### src/rtl/pc_predict_unit_if.sv
// Fetch PC-select bundle: pipeline stage inputs in, selected fetch PC and RAS status out.
// The master drives pipeline state; the slave (predict unit) returns the fetch PC.
interface pc_predict_unit_if #(
    parameter int PC_W      = 64,
    parameter int RAS_DEPTH = 8
);
    localparam int CW = $clog2(RAS_DEPTH) + 1;

    logic            F_stall;
    logic            f_valid;
    logic [3:0]      f_icode;
    logic [PC_W-1:0] f_valC;
    logic [PC_W-1:0] f_valP;
    logic [3:0]      M_icode;
    logic            M_cnd;
    logic [PC_W-1:0] M_valA;
    logic [3:0]      W_icode;
    logic [PC_W-1:0] W_valM;
    logic [PC_W-1:0] W_valP;
    logic [PC_W-1:0] W_predPC;
    logic [PC_W-1:0] f_pc;
    logic [PC_W-1:0] F_predPC;
    logic            redirect;
    logic [CW-1:0]   ras_count;

    modport master (
        output F_stall, f_valid, f_icode, f_valC, f_valP,
               M_icode, M_cnd, M_valA, W_icode, W_valM, W_valP, W_predPC,
        input  f_pc, F_predPC, redirect, ras_count
    );

    modport slave (
        input  F_stall, f_valid, f_icode, f_valC, f_valP,
               M_icode, M_cnd, M_valA, W_icode, W_valM, W_valP, W_predPC,
        output f_pc, F_predPC, redirect, ras_count
    );
endinterface

### src/rtl/pc_predict_unit.sv
// Fetch PC select with F_predPC register and return-address stack prediction.
// A speculative RAS is used in fetch; a committed RAS updated from W repairs it on any redirect.
module pc_predict_unit #(
    parameter int              PC_W      = 64,
    parameter int              RAS_DEPTH = 8,
    parameter logic [PC_W-1:0] RESET_PC  = '0
) (
    input  logic             clk,
    input  logic             rst,
    pc_predict_unit_if.slave bus
);
    localparam int PW = $clog2(RAS_DEPTH);
    localparam int CW = PW + 1;
    localparam logic [CW-1:0] FULL = CW'(RAS_DEPTH);

    localparam logic [3:0] I_JXX  = 4'd7;
    localparam logic [3:0] I_CALL = 4'd8;
    localparam logic [3:0] I_RET  = 4'd9;

    logic [PC_W-1:0] sp_stk_q [RAS_DEPTH];
    logic [PC_W-1:0] sp_stk_d [RAS_DEPTH];
    logic [PW-1:0]   sp_top_q, sp_top_d;
    logic [CW-1:0]   sp_cnt_q, sp_cnt_d;

    logic [PC_W-1:0] cm_stk_q [RAS_DEPTH];
    logic [PC_W-1:0] cm_stk_d [RAS_DEPTH];
    logic [PW-1:0]   cm_top_q, cm_top_d;
    logic [CW-1:0]   cm_cnt_q, cm_cnt_d;

    logic [PC_W-1:0] pred_q, pred_d;

    logic ret_mis, jmp_mis, redirect, fetch_en;
    logic [PC_W-1:0] f_pc;

    assign ret_mis  = (bus.W_icode == I_RET) && (bus.W_valM != bus.W_predPC);
    assign jmp_mis  = (bus.M_icode == I_JXX) && !bus.M_cnd;
    assign redirect = ret_mis | jmp_mis;
    assign fetch_en = bus.f_valid && !bus.F_stall;

    // W is older than M, so a ret recovery overrides a jXX recovery.
    assign f_pc = ret_mis ? bus.W_valM :
                  jmp_mis ? bus.M_valA : pred_q;

    assign bus.f_pc      = f_pc;
    assign bus.F_predPC  = pred_q;
    assign bus.redirect  = redirect;
    assign bus.ras_count = sp_cnt_q;

    always_comb begin
        cm_stk_d = cm_stk_q;
        cm_top_d = cm_top_q;
        cm_cnt_d = cm_cnt_q;
        if (bus.W_icode == I_CALL) begin
            cm_top_d           = cm_top_q + PW'(1);
            cm_stk_d[cm_top_d] = bus.W_valP;
            if (cm_cnt_q != FULL) cm_cnt_d = cm_cnt_q + CW'(1);
        end else if (bus.W_icode == I_RET && cm_cnt_q != '0) begin
            cm_top_d = cm_top_q - PW'(1);
            cm_cnt_d = cm_cnt_q - CW'(1);
        end
    end

    // Repair base is the committed stack after this cycle's W update; fetch op is layered on top.
    always_comb begin
        if (redirect) begin
            sp_stk_d = cm_stk_d;
            sp_top_d = cm_top_d;
            sp_cnt_d = cm_cnt_d;
        end else begin
            sp_stk_d = sp_stk_q;
            sp_top_d = sp_top_q;
            sp_cnt_d = sp_cnt_q;
        end
        pred_d = pred_q;
        if (fetch_en) begin
            case (bus.f_icode)
                I_JXX: pred_d = bus.f_valC;
                I_CALL: begin
                    pred_d             = bus.f_valC;
                    sp_top_d           = sp_top_d + PW'(1);
                    sp_stk_d[sp_top_d] = bus.f_valP;
                    if (sp_cnt_d != FULL) sp_cnt_d = sp_cnt_d + CW'(1);
                end
                I_RET: begin
                    if (sp_cnt_d != '0) begin
                        pred_d   = sp_stk_d[sp_top_d];
                        sp_top_d = sp_top_d - PW'(1);
                        sp_cnt_d = sp_cnt_d - CW'(1);
                    end else begin
                        pred_d = bus.f_valP;
                    end
                end
                default: pred_d = bus.f_valP;
            endcase
        end else if (!bus.F_stall) begin
            pred_d = f_pc;
        end
    end

    always_ff @(posedge clk or posedge rst) begin
        if (rst) begin
            pred_q   <= RESET_PC;
            sp_top_q <= '0;
            sp_cnt_q <= '0;
            cm_top_q <= '0;
            cm_cnt_q <= '0;
            for (int i = 0; i < RAS_DEPTH; i++) begin
                sp_stk_q[i] <= '0;
                cm_stk_q[i] <= '0;
            end
        end else begin
            pred_q   <= pred_d;
            sp_top_q <= sp_top_d;
            sp_cnt_q <= sp_cnt_d;
            cm_top_q <= cm_top_d;
            cm_cnt_q <= cm_cnt_d;
            for (int i = 0; i < RAS_DEPTH; i++) begin
                sp_stk_q[i] <= sp_stk_d[i];
                cm_stk_q[i] <= cm_stk_d[i];
            end
        end
    end
endmodule

### src/flat_wrapper.sv
// flat-port wrapper written by rule: the top's interface ports become plain ports
module pc_predict_unit_flat 
#(
    parameter int              PC_W      = 64,
    parameter int              RAS_DEPTH = 8,
    parameter logic [PC_W-1:0] RESET_PC  = '0
)
  (clk, rst, bus_F_stall, bus_f_valid, bus_f_icode, bus_f_valC, bus_f_valP, bus_M_icode, bus_M_cnd, bus_M_valA, bus_W_icode, bus_W_valM, bus_W_valP, bus_W_predPC, bus_f_pc, bus_F_predPC, bus_redirect, bus_ras_count);
  pc_predict_unit_if #(.PC_W(PC_W), .RAS_DEPTH(RAS_DEPTH)) bus_i ();
  input  logic clk;
  input  logic rst;
  input wire logic [$bits(bus_i.F_stall)-1:0] bus_F_stall;
  input wire logic [$bits(bus_i.f_valid)-1:0] bus_f_valid;
  input wire logic [$bits(bus_i.f_icode)-1:0] bus_f_icode;
  input wire logic [$bits(bus_i.f_valC)-1:0] bus_f_valC;
  input wire logic [$bits(bus_i.f_valP)-1:0] bus_f_valP;
  input wire logic [$bits(bus_i.M_icode)-1:0] bus_M_icode;
  input wire logic [$bits(bus_i.M_cnd)-1:0] bus_M_cnd;
  input wire logic [$bits(bus_i.M_valA)-1:0] bus_M_valA;
  input wire logic [$bits(bus_i.W_icode)-1:0] bus_W_icode;
  input wire logic [$bits(bus_i.W_valM)-1:0] bus_W_valM;
  input wire logic [$bits(bus_i.W_valP)-1:0] bus_W_valP;
  input wire logic [$bits(bus_i.W_predPC)-1:0] bus_W_predPC;
  output wire logic [$bits(bus_i.f_pc)-1:0] bus_f_pc;
  output wire logic [$bits(bus_i.F_predPC)-1:0] bus_F_predPC;
  output wire logic [$bits(bus_i.redirect)-1:0] bus_redirect;
  output wire logic [$bits(bus_i.ras_count)-1:0] bus_ras_count;
  assign bus_i.F_stall = bus_F_stall;
  assign bus_i.f_valid = bus_f_valid;
  assign bus_i.f_icode = bus_f_icode;
  assign bus_i.f_valC = bus_f_valC;
  assign bus_i.f_valP = bus_f_valP;
  assign bus_i.M_icode = bus_M_icode;
  assign bus_i.M_cnd = bus_M_cnd;
  assign bus_i.M_valA = bus_M_valA;
  assign bus_i.W_icode = bus_W_icode;
  assign bus_i.W_valM = bus_W_valM;
  assign bus_i.W_valP = bus_W_valP;
  assign bus_i.W_predPC = bus_W_predPC;
  assign bus_f_pc = bus_i.f_pc;
  assign bus_F_predPC = bus_i.F_predPC;
  assign bus_redirect = bus_i.redirect;
  assign bus_ras_count = bus_i.ras_count;
  pc_predict_unit #(.PC_W(PC_W), .RAS_DEPTH(RAS_DEPTH), .RESET_PC(RESET_PC)) u_core (.clk(clk), .rst(rst), .bus(bus_i));
endmodule
### config.mk
export PLATFORM = sky130hd
export DESIGN_NAME = pc_predict_unit_flat
export DESIGN_NICKNAME = d
export VERILOG_FILES = /design/src/rtl/pc_predict_unit_if.sv /design/src/rtl/pc_predict_unit.sv /design/src/flat_wrapper.sv
export SDC_FILE = /design/constraint.sdc
export NUM_CORES = 2
export LEC_CHECK = 0
export CAP_MARGIN = 20
export CORE_AREA = 2 2 395 397
export DETAILED_ROUTE_END_ITERATION = 6
export DIE_AREA = 0 0 397 399
export GPL_TIMING_DRIVEN = 0
export SYNTH_ARGS = -nofsm -noshare
export SYNTH_HDL_FRONTEND = slang
export SYNTH_SLANG_ARGS = --single-unit
### constraint.sdc
create_clock -name clk -period 37 [get_ports clk]
set_input_delay 3.7 -clock clk [delete_from_list [all_inputs] [get_ports clk]]
set_output_delay 3.7 -clock clk [all_outputs]
set_load 0.05 [all_outputs]
**After elaboration in Yosys (flattened, before gate mapping)**

Index checks and enable logic that the tools add are counted.

- Word-level logic and storage cells: 92
- Output and inout port bits: 133
- Bits of input ports: 401
- Register bits: 1,102

- Equality and inequality tests: 10
- Bitwise logic cells: 4
- Reduce and logical (&&, ||, !) cells: 11
- $add $sub $neg: 8
- Muxes and demuxes: 33
- Magnitude comparators: 5

Operator list:

| kind | count |
|---|---|
| 2-to-1 mux 512 bit | 4 |
| bitwise mux 512 bit | 2 |
| 2-to-1 mux 64 bit | 9 |
| demux 64 bit (select 3 bit) | 2 |
| binary-select mux 64 bit (select 3 bit) | 1 |
| one-hot mux 64 bit (2 select lines) | 1 |
| inequality test 64 bit | 1 |
| 2-to-1 mux 4 bit | 7 |
| == test 4 bit, second input constant | 4 |
| 2-to-1 mux 3 bit | 5 |
| greater-or-equal comparator 4 bit, second input constant | 3 |
| inverter 3 -> 4 bit | 3 |
| adder 4 x 1 -> 4 bit, second input constant | 2 |
| == test 4 x 3 -> 1 bit, second input constant | 2 |
| less-than comparator 4 x 1 -> 1 bit, second input constant | 2 |
| inequality test 4 bit, second input constant | 2 |
| one-hot mux 4 bit (2 select lines) | 1 |
| nonzero test 4 bit | 2 |
| subtractor 4 x 1 -> 4 bit, second input constant | 2 |
| adder 3 x 1 -> 3 bit, second input constant | 2 |
| logical AND 1 bit | 6 |
| one-hot mux 3 bit (2 select lines) | 1 |
| subtractor 3 x 1 -> 3 bit, second input constant | 2 |
| zero test 1 bit | 2 |
| other kinds (3) | 3 |

**Depth between registers and ports, before layout**

- Word-level depth: 15
- Mapped depth: 19
- Gate-level depth less buffers: 14

**Worst setup path after synthesis**

Ideal clock, no wire load.

- Path type: input-to-output
- Start point: input port bus_M_icode[3]
- End point: output port bus_f_pc[16]
- Stages: 7
- Arrival time: 6.089 ns
- Path buffers: 3
- Path slack: 27.211 ns
- Data required time: 33.300 ns
- Cell sequence: nand2b_1 > nor3_1 > clkbuf_1 > clkbuf_1 > clkbuf_1 > nand2_1 > a31oi_1

- Cells in the longest elaborated chain, start to end: 4

RTL lines:

| what | line | RTL |
|---|---|---|
| start: declaration | flat_wrapper.sv:17 | `input wire logic [$bits(bus_i.M_icode)-1:0] bus_M_icode;` |
| == test 4 x 3 -> 1 bit | pc_predict_unit.sv:36 | `assign jmp_mis = (bus.M_icode == I_JXX) && !bus.M_cnd;` |
| logical AND 1 bit | pc_predict_unit.sv:36 |  |
| 2-to-1 mux 64 bit | pc_predict_unit.sv:42 | `jmp_mis ? bus.M_valA : pred_q;` |
| 2-to-1 mux 64 bit | pc_predict_unit.sv:41 | `assign f_pc = ret_mis ? bus.W_valM :` |
| end: declaration | flat_wrapper.sv:24 | `output wire logic [$bits(bus_i.f_pc)-1:0] bus_f_pc;` |

Every way passes these cells.

**Worst setup path after layout**

- Start point: input port bus_W_valM[50]
- End point: output port bus_f_pc[21]

- Cells in the longest elaborated chain, start to end: 3

RTL lines:

| what | line | RTL |
|---|---|---|
| start: declaration | flat_wrapper.sv:21 | `input wire logic [$bits(bus_i.W_valM)-1:0] bus_W_valM;` |
| inequality test 64 bit | pc_predict_unit.sv:35 | `assign ret_mis = (bus.W_icode == I_RET) && (bus.W_valM != bus.W_predPC);` |
| logical AND 1 bit | pc_predict_unit.sv:35 |  |
| 2-to-1 mux 64 bit | pc_predict_unit.sv:41 |  |

Every way passes these cells.

==> qor.csv <==
metric;value;unit
Slew @ Worst Pin;1.33;ns
final setup vio count;0;
ys async rst share;1.00;
first-pass GRT wire length;413;mm
CTS max path bufs;3;
TritonCTS clock tree;yes;
setup TNS;0;ns
RSZ-0062 raised after global routing;false;
Final period util;0.395;
CP required;33.30;ns
Avg Cell Area, Syn;10.8;sq um
via/cell ratio;6.40;
gr ovfl total;0;
wire per inst;35.0;microns
row cnt;144;
clock sinks;1102;
Power, Total;0.00529;W
cells after synthesis;5692;
routability cong.;0.988;
clock skew;0.0381;ns
status;finished, violations left;
initial antenna violation count;35;
pin count of the biggest net entering global routing;124;
warnings from Yosys;0;
violated checks;DRC;
max frequency;68.4;MHz
H-tree lvl count;3;
Hold Buf Count CTS;0;
Slew Viols, Final;0;
Die ar.;158000;sq um
core area;154000;sq um
Post-synth EDFFs;0;
Mapped Area;61400;sq um
Vias;54500;
Die W;397;microns
vias in the first global route;53700;
CP startpoint kind;primary input;
Leak;35.1;nW
Final Hold Viols;0;
die height;399;microns
syn nets;6101;
clock root buffer;clkbuf_16;
Max rail drop VDD;0.0437;mV
Routed Antenna Nets;0;
pwr dens;71.3;nW/um^2
post-synthesis sequential area ratio;0.449;
min Tclk post-route;14.62;ns
Inserted Clock Buffers;121;
DR DRC count;1;
ys flop type;dfrtp_1;
worst min path class;register to register;
Max-cap violations;0;
Slew headroom;0.116;
Worst-path clk slew;0.06;ns
CP Capture Type;primary output;
fraction of layout cells with a size suffix above 1;0.143;
port bufs;470;
Top Ports;534;
post_cts resized;0;
Crit Path Category;primary input to primary output;
crit path max fanout;10;
placed cell count;8259;
data arrival time of the worst path;10.92;ns
Initial Util;0.400;
Area Overhead vs Synth;20.7;%
# nets final;6756;
Synth cell types;63;
HPWL Detailed;220;mm
drt pass-1 iters;7;
Routed WL;298;mm
Tot GR Track Use;0.368;
Synth Register Bits;1102;
final cell count without fillers;8521;
DR iter-0 viols;7048;
# Post-CTS Setup Buffers;0;
worst skew pair latency;0.79;ns
==> metrics by stage <==
step / utilization / hold WS (ns) / area [sq um] / setup slack (ns)
after floorplan: - / 0.461 / 61400 / 2.27
after global placement: 0.447 / 0.477 / 68700 / -12.20
after detailed placement: 0.454 / 0.483 / 69700 / 22.81
after CTS: 0.482 / 0.498 / 74000 / 22.78
after global routing: 0.482 / 0.519 / 74100 / 22.40
final: 0.483 / 0.501 / 74200 / 22.38
==> path summary, 6_finish.rpt <==
check	from	slack, ns	to	cells past startpoint
worst min-delay path	u_core.cm_stk_q[233]	0.50	u_core.cm_stk_q[233]	2
worst max-delay path	bus_W_valM[50]	22.38	bus_f_pc[21]	10
max in group asynchronous	rst	30.99	u_core.sp_stk_q[409]	6
worst max register to register	u_core.cm_top_q[0]	28.98	u_core.sp_stk_q[157]	18
worst min register to register	u_core.cm_stk_q[233]	0.50	u_core.cm_stk_q[233]	2
min in group asynchronous	rst	3.44	u_core.bus.F_predPC[50]	2
==> routing by layer <==
layer	wire length, microns	track usage
met4	18300	0.200
met3	39100	0.149
met1	114000	0.467
met2	126000	0.534
met5	230	0
==> cell families (layout without fill, tap and decap cells) <==
family / after synthesis / count (layout) / share of synthesized area
AO/OA/AOI/OAI: 1145 / 1145 / 0.124
flip-flops: 1102 / 1102 / 0.449
other: 0 / 22 / 0
multiplexers: 1482 / 1482 / 0.286
adder cells (fa/ha/maj): 8 / 8 / 0.00163
buffers and inverters: 921 / 1684 / 0.0609
XOR/XNOR: 72 / 72 / 0.0103
AND/OR/NAND/NOR: 962 / 962 / 0.0688
==> cell usage in the layout, fill, tap and decap left out, types with 124 or more instances in the layout <==
master           count
dfrtp_1           1102
mux2i_1           1035
clkdlybuf4s50_1    470
o21ai_0            457
nand2_1            424
clkbuf_1           358
inv_1              333
mux2_2             254
nor3_1             201
mux4_2             192
o221ai_1           190
a221oi_1           183
buf_2              157
nor2_1             144
a31oi_1            137
o22ai_1            129
nand3_1            125
clkbuf_16          124
==> area by class of cell <==
| class | instances | area [sq um] |
|---|---|---|
| clock inverter | 55 | 677 |
| buffer | 584 | 2490 |
| timing repair buffer | 532 | 5760 |
| antenna | 22 | 55.1 |
| multi-input combinational | 3669 | 30200 |
| tap | 2044 | 2560 |
| fill | 14200 | 79500 |
| inverter | 337 | 1270 |
| clock buffer | 176 | 3620 |
| sequential | 1102 | 27600 |
==> report_power, final <==
group	total [W]	switching, W	leakage [nW]	internal [W]
logic	0.00206	0.00120	18.9	0.000858
clock network	0.00132	0.000550	2.11	0.000768
registers	0.00192	0.000258	14.1	0.00166
==> worst max-delay path, stage by stage <==
cell	delay (ns)
clkdlybuf4s50_1	0.99
xnor2_1	0.44
nand4_1	0.87
nor4_1	0.90
nand4_1	0.43
nand2_1	0.83
clkbuf_2	0.79
clkbuf_1	0.49
a31oi_1	0.53
clkdlybuf4s50_1	0.89
==> sequential cells by signal (all words and copies together) (netlist names) <==
| name | flops |
|---|---|
| u_core.bus.F_predPC | 64 |
| u_core.bus.ras_count | 4 |
| u_core.cm_cnt_q | 4 |
| u_core.cm_stk_q | 512 |
| u_core.cm_top_q | 3 |
| u_core.sp_stk_q | 512 |
| u_core.sp_top_q | 3 |
==> cell usage after synthesis (3+ instances only) <==
| master | n | area share |
|---|---|---|
| ha_1 | 8 | 0.0016 |
| a221oi_1 | 183 | 0.026 |
| buf_2 | 150 | 0.012 |
| mux2i_1 | 1035 | 0.17 |
| and3_1 | 6 | 0.00061 |
| buf_1 | 65 | 0.0040 |
| buf_6 | 6 | 0.0011 |
| nor4_1 | 7 | 0.00071 |
| nand3_1 | 125 | 0.010 |
| or2_2 | 3 | 0.00031 |
| and2_1 | 3 | 0.00031 |
| mux4_2 | 192 | 0.070 |
| o21ai_0 | 457 | 0.037 |
| or4_1 | 3 | 0.00037 |
| clkbuf_1 | 350 | 0.021 |
| inv_1 | 334 | 0.020 |
| a31oi_1 | 137 | 0.014 |
| nor2_1 | 144 | 0.0088 |
| nand2b_1 | 7 | 0.00071 |
| nor2b_1 | 3 | 0.00031 |
| o221ai_1 | 190 | 0.027 |
| o22ai_1 | 129 | 0.013 |
| a211o_1 | 3 | 0.00043 |
| a21oi_1 | 9 | 0.00073 |
| nand2_1 | 424 | 0.026 |
| mux2_2 | 254 | 0.047 |
| a311oi_1 | 3 | 0.00043 |
| nor3_1 | 201 | 0.016 |
| nand4b_1 | 3 | 0.00043 |
| xnor2_1 | 71 | 0.010 |
| buf_4 | 13 | 0.0016 |
| dfrtp_1 | 1102 | 0.45 |
| o211ai_1 | 7 | 0.00086 |
| a21o_1 | 9 | 0.0011 |
| nand4_1 | 21 | 0.0021 |
No activity file was read; power rests on OpenSTA's default activity.
